===== config.mk =====
export PLATFORM = sky130hd
export DESIGN_NAME = pc_ctrl
export DESIGN_NICKNAME = d
export VERILOG_FILES = /design/src/rtl/pc_ctrl_pkg.sv /design/src/rtl/pc_next_sel.sv /design/src/rtl/pc_ctrl.sv
export SDC_FILE = /design/constraint.sdc
export NUM_CORES = 1
export LEC_CHECK = 0
export CORE_MARGIN = 1.5
export CORE_UTILIZATION = 59
export DETAILED_ROUTE_END_ITERATION = 16
export DONT_BUFFER_PORTS = 1
export PLACE_DENSITY_LB_ADDON = 0.3
export SYNTH_ARGS = -nofsm -noshare
export SYNTH_HDL_FRONTEND = slang
export SYNTH_HIERARCHICAL = 1
export SYNTH_SLANG_ARGS = --single-unit

===== constraint.sdc =====
create_clock -name clk -period 2.88 [get_ports clk]
set_input_delay 0.432 -clock clk [delete_from_list [all_inputs] [get_ports clk]]
set_output_delay 0.432 -clock clk [all_outputs]
set_load 0.02 [all_outputs]

===== src/rtl/pc_ctrl_pkg.sv =====
// Shared definitions for the fetch-stage PC controller.
// PC_CTRL_EXC_EN enables the exception-entry constants.
package pc_ctrl_pkg;

   localparam int unsigned PC_W = 32;

   localparam logic [PC_W-1:0] RESET_PC = 32'h0000_0000;
   localparam logic [PC_W-1:0] PC_STEP  = 32'h0000_0004;
`ifdef PC_CTRL_EXC_EN
   localparam logic [PC_W-1:0] EXC_VECTOR = 32'h0000_0080;
`endif

   typedef enum logic [1:0] {
      ST_BOOT  = 2'd0,
      ST_RUN   = 2'd1,
      ST_HOLD  = 2'd2,
      ST_REDIR = 2'd3
   } state_e;

   // Redirect targets are word aligned; low address bits are discarded.
   function automatic logic [PC_W-1:0] align_word(input logic [PC_W-1:0] addr);
      return {addr[PC_W-1:2], 2'b00};
   endfunction

endpackage


===== src/rtl/pc_next_sel.sv =====
// Combinational next-PC priority selector: exception > branch > jump > hold > +4.
// Exception input and select exist only when PC_CTRL_EXC_EN is defined.
module pc_next_sel
   import pc_ctrl_pkg::*;
(
   input  logic [PC_W-1:0] pc,
`ifdef PC_CTRL_EXC_EN
   input  logic            exc_req,
   output logic            exc_sel_c,
`endif
   input  logic            br_taken,
   input  logic [PC_W-1:0] br_target,
   input  logic            jmp,
   input  logic [PC_W-1:0] jmp_target,
   input  logic            stall,
   input  logic            imem_ready,
   output logic [PC_W-1:0] next_pc_c,
   output logic            redirect_c,
   output logic            hold_c
);

   assign hold_c = stall | ~imem_ready;

   always_comb begin
      next_pc_c  = pc + PC_STEP;
      redirect_c = 1'b0;
`ifdef PC_CTRL_EXC_EN
      exc_sel_c  = 1'b0;
      if (exc_req) begin
         next_pc_c  = EXC_VECTOR;
         redirect_c = 1'b1;
         exc_sel_c  = 1'b1;
      end else
`endif
      if (br_taken) begin
         next_pc_c  = align_word(br_target);
         redirect_c = 1'b1;
      end else if (jmp) begin
         next_pc_c  = align_word(jmp_target);
         redirect_c = 1'b1;
      end else if (hold_c) begin
         next_pc_c  = pc;
      end
   end

endmodule


===== src/rtl/pc_ctrl.sv =====
// Fetch-stage PC controller: owns the PC register and the BOOT/RUN/HOLD/REDIR sequencing.
// Define PC_CTRL_EXC_EN to honour exc_req and capture the faulting PC in o_epc.
module pc_ctrl
   import pc_ctrl_pkg::*;
(
   input  logic            clk,
   input  logic            rst_n,
   input  logic            imem_ready,
   input  logic            stall,
   input  logic            br_taken,
   input  logic [PC_W-1:0] br_target,
   input  logic            jmp,
   input  logic [PC_W-1:0] jmp_target,
   input  logic            exc_req,
   output logic [PC_W-1:0] o_pc,
   output logic [PC_W-1:0] o_pc_plus4,
   output logic            o_fetch_valid,
   output logic            o_flush,
   output logic [PC_W-1:0] o_epc
);

   state_e          state_q, state_d;
   logic [PC_W-1:0] pc_q, pc_d;
   logic            fetch_valid_q, fetch_valid_d;
   logic            flush_q, flush_d;
   logic [PC_W-1:0] sel_next_pc;
   logic            sel_redirect;
   logic            sel_hold;

`ifdef PC_CTRL_EXC_EN
   logic            sel_exc;
   logic [PC_W-1:0] epc_q, epc_d;
`else
   logic            unused_exc_req;
   assign unused_exc_req = exc_req;
`endif

   pc_next_sel u_next_sel (
      .pc         (pc_q),
`ifdef PC_CTRL_EXC_EN
      .exc_req    (exc_req),
      .exc_sel_c  (sel_exc),
`endif
      .br_taken   (br_taken),
      .br_target  (br_target),
      .jmp        (jmp),
      .jmp_target (jmp_target),
      .stall      (stall),
      .imem_ready (imem_ready),
      .next_pc_c  (sel_next_pc),
      .redirect_c (sel_redirect),
      .hold_c     (sel_hold)
   );

   // Next state; valid/flush are derived from the next state so they leave a flop.
   always_comb begin
      state_d = state_q;
      pc_d    = pc_q;
`ifdef PC_CTRL_EXC_EN
      epc_d   = epc_q;
`endif
      case (state_q)
         ST_BOOT: state_d = ST_RUN;
         default: begin
            pc_d = sel_next_pc;
            if (sel_redirect) begin
               state_d = ST_REDIR;
            end else if (sel_hold) begin
               state_d = ST_HOLD;
            end else begin
               state_d = ST_RUN;
            end
`ifdef PC_CTRL_EXC_EN
            if (sel_exc) begin
               epc_d = pc_q;
            end
`endif
         end
      endcase
      fetch_valid_d = (state_d != ST_BOOT);
      flush_d       = (state_d == ST_REDIR);
   end

   always_ff @(posedge clk or negedge rst_n) begin
      if (!rst_n) begin
         state_q       <= ST_BOOT;
         pc_q          <= RESET_PC;
         fetch_valid_q <= 1'b0;
         flush_q       <= 1'b0;
`ifdef PC_CTRL_EXC_EN
         epc_q         <= '0;
`endif
      end else begin
         state_q       <= state_d;
         pc_q          <= pc_d;
         fetch_valid_q <= fetch_valid_d;
         flush_q       <= flush_d;
`ifdef PC_CTRL_EXC_EN
         epc_q         <= epc_d;
`endif
      end
   end

   assign o_pc          = pc_q;
   assign o_pc_plus4    = pc_q + PC_STEP;
   assign o_fetch_valid = fetch_valid_q;
   assign o_flush       = flush_q;
`ifdef PC_CTRL_EXC_EN
   assign o_epc         = epc_q;
`else
   assign o_epc         = '0;
`endif

endmodule


==> impl_metrics.json <==
{
  "status": "complete, no violations",
  "ant_nets": 0,
  "nets": 462,
  "finalSetupTns_ps": 0,
  "cpPeakStageDelay_ps": 430,
  "grt_use_met2_pct": 45.8,
  "setup_viol": 0,
  "vias": 2773,
  "grt_pass1_wl_microns": 12700,
  "row_count": 27,
  "first_global_vias": 2570,
  "clockBufferDepth": 2,
  "cts_num_sinks": 36,
  "fmax_mhz": 374,
  "syn_inst": 370,
  "seq_area_frac_synth_pct": 26.5,
  "io_buffers": 0,
  "grt-busiest-layer": "met2",
  "relSlewSlack_pct": 21.8,
  "clockRootBuffer": "clkbuf_8",
  "ys_ff_latch": 36,
  "power_density_nw_per_um2": 426,
  "drv_slew": 0,
  "path_clk_slew_ps": 80,
  "routed_via_density": 6.00,
  "cts_buffers": 5,
  "crit_buf_inv": 0,
  "postCtsHoldBufs": 2,
  "hold-worst-slack_ps": 398,
  "cts_resized": 0,
  "grt_max_degree": 37,
  "io_pins": 169,
  "cts_tree": "built",
  "vdd_drop_max_mv": 0.303,
  "crit_path_end_kind": "primary output",
  "fin_crit_sh_pct": 92.9,
  "crit_type": "reg -> out",
  "first_pass_iters": 4,
  "final_util_pct": 64.8,
  "max_cap_violations": 0,
  "post-route-drc-count": 0,
  "post_dp_cell_area_sq_um": 3470,
  "startpoint_type": "flip-flop",
  "crit_family": "simple AND/OR/NAND/NOR gates",
  "antenna_found_initial": 0,
  "drtIter0Drc": 122,
  "areaGrowthSynthToFinish_pct": 5.51,
  "cts_setup_buffers": 0,
  "min_path_type": "in -> reg",
  "synth.avg_cell_area_sq_um": 9.20,
  "critPathSlowestCell": "xor2_1",
  "die_y_microns": 79.0,
  "grt_use_met3_pct": 5.29,
  "synthTopCellsByArea": "dfrtp_1 26%, mux2_2 11%, xor2_1 8.5%",
  "hpwl_microns": 6030,
  "tightest_slew_ps": 1170,
  "layout_min_cycle_time_ps": 2680,
  "core_area_sq_um": 5540,
  "yosys_warnings": 6,
  "cp.arrival_ps": 2240,
  "insertion_delay_ps": 290,
  "diodes": 0,
  "skew_ps": 8.76,
  "gr-usage-all-layers_pct": 26.5,
  "finalWirelength_microns": 8300,
  "place_congestion": 0.828,
  "die_w_microns": 79.0,
  "dieArea_sq_um": 6230,
  "grt_remaining_overflow": 0,
  "leakage_nw": 1.47,
  "design_area_sq_um": 3590,
  "synth_top_area_share_pct": 26.5,
  "hold_violations": 0,
  "htree_levels": 2,
  "path_cells": "ha_1 -> and4_1 -> nand4_4 -> nor4_2 -> xor2_1",
  "grt_use_met1_pct": 32.5,
  "rsz0062_at_grt": "no",
  "synth_cell_types": 51,
  "syn-cell-area_sq_um": 3400,
  "yosys.area.top_type": "dfrtp_1",
  "critPathMaxFanout": 8,
  "drive_gt1_share_pct": 25.1,
  "worstPathRequired_ps": 2450,
  "start_util_pct": 61.4,
  "wl_per_cell_microns": 18.0
}
[cells in the mapped netlist, drive strengths merged]
cell and n:
o21a 1, or3 1, dlymetal6s2s 1, nor2 15, o221ai 1, o22ai 7, a21oi 10, mux2i 5
nor2b 2, nand3 16, and3 5, and2 2, nor4b 1, xnor2 22, nand2b 1, buf 41
dfrtp 36, and4b 1, nor3b 1, conb 2, o21ai 22, nor4 10, nand3b 1, or4 1
inv 10, xor2 33, or3b 1, clkbuf 6, mux2 32, clkinv 1, nor3 11, ha 2
nand2 30, and4 9, or2 2, a22oi 15, and2b 1, nand4 12
[power by group]
group          leakage (nW)  internal [mW]  switching (mW)  total [mW]
Sequential            0.426          0.550          0.0746       0.624
Combinational         0.989          0.178           0.343       0.521
Clock                0.0510          0.191           0.191       0.382
[cell families (layout without fill, tap and decap cells)]
family | after synthesis | after routing | synth area share, %
other | 2 | 33 | 0.221
flip-flops | 36 | 36 | 26.5
AND/OR/NAND/NOR | 123 | 123 | 24.9
adder cells (fa/ha/maj) | 2 | 2 | 0.735
multiplexers | 37 | 37 | 12.1
buffers and inverters | 59 | 48 | 11.5
AO/OA/AOI/OAI | 56 | 56 | 9.96
XOR/XNOR | 55 | 55 | 14.2
[area by class of cell]
class	instances	area, sq um
timing repair buffer	29	233
clock buffer	6	82.6
sequential	36	901
tap	72	90.1
multi-input combinational	306	2230
fill	522	1950
clock inverter	2	10.0
inverter	11	41.3
[flip-flops by register name, summed over array words and instances (netlist names)]
register	flops
state_q	2
o_flush	1
o_pc	32
o_fetch_valid	1
[metal layers]
| layer | vias up | share of wire [%] |
|---|---|---|
| met5 | - | 0 |
| met4 | 0 | 2.3 |
| met3 | 16 | 7.3 |
| met2 | 127 | 50 |
| met1 | 1340 | 41 |
| li1 | 1290 | - |
[tightest hold or removal path, cell delays in order]
cell and delay, ps:
nand2_1 30, o21ai_0 60, mux2_2 140
[final timing paths]
path / startpoint / end / slack [ps] / depth (start not counted)
setup / recovery: o_pc[2] / o_pc_plus4[30] / 200 / 5
hold / removal: br_target[6] / o_pc[6] / 400 / 3
setup reg to reg: o_pc[2] / o_pc[30] / 460 / 8
hold reg to reg: o_pc[13] / o_pc[13] / 720 / 2
max in group asynchronous: rst_n / o_pc[13] / 2090 / 2
min in group asynchronous: rst_n / o_pc[19] / 600 / 2
[per-stage QoR]
step           std cells  setup slack (ps)  power, mW
2_1_floorplan        401               555       1.05
3_3_place_gp         452               573       1.12
3_5_place_dp         452               493       1.14
4_1_cts              462               192       1.53
5_1_grt              462              95.6       1.59
6_report             462               203       1.53
[cells in the final DEF, fill, tap and decap left out, types with 2 or more instances in the layout]
cell      count
nand4_4       5
nor4_1        2
mux2_2       32
o22ai_1       7
o21ai_1       8
nand4_1       6
and4_1        4
buf_4        27
nand3_1      16
and3_1        5
a21oi_1      10
conb_1       33
nor3_1        8
inv_1         9
dfrtp_1      36
xnor2_1      22
and4_2        4
and2_1        2
mux2i_1       5
nand2_1      30
nor2b_1       2
ha_1          2
o21ai_0      14
xor2_1       33
clkbuf_8      6
clkinv_2      2
nor4_2        7
a22oi_1      15
nor2_1       14
nor3_2        3
No activity file was read; power rests on OpenSTA's default activity.
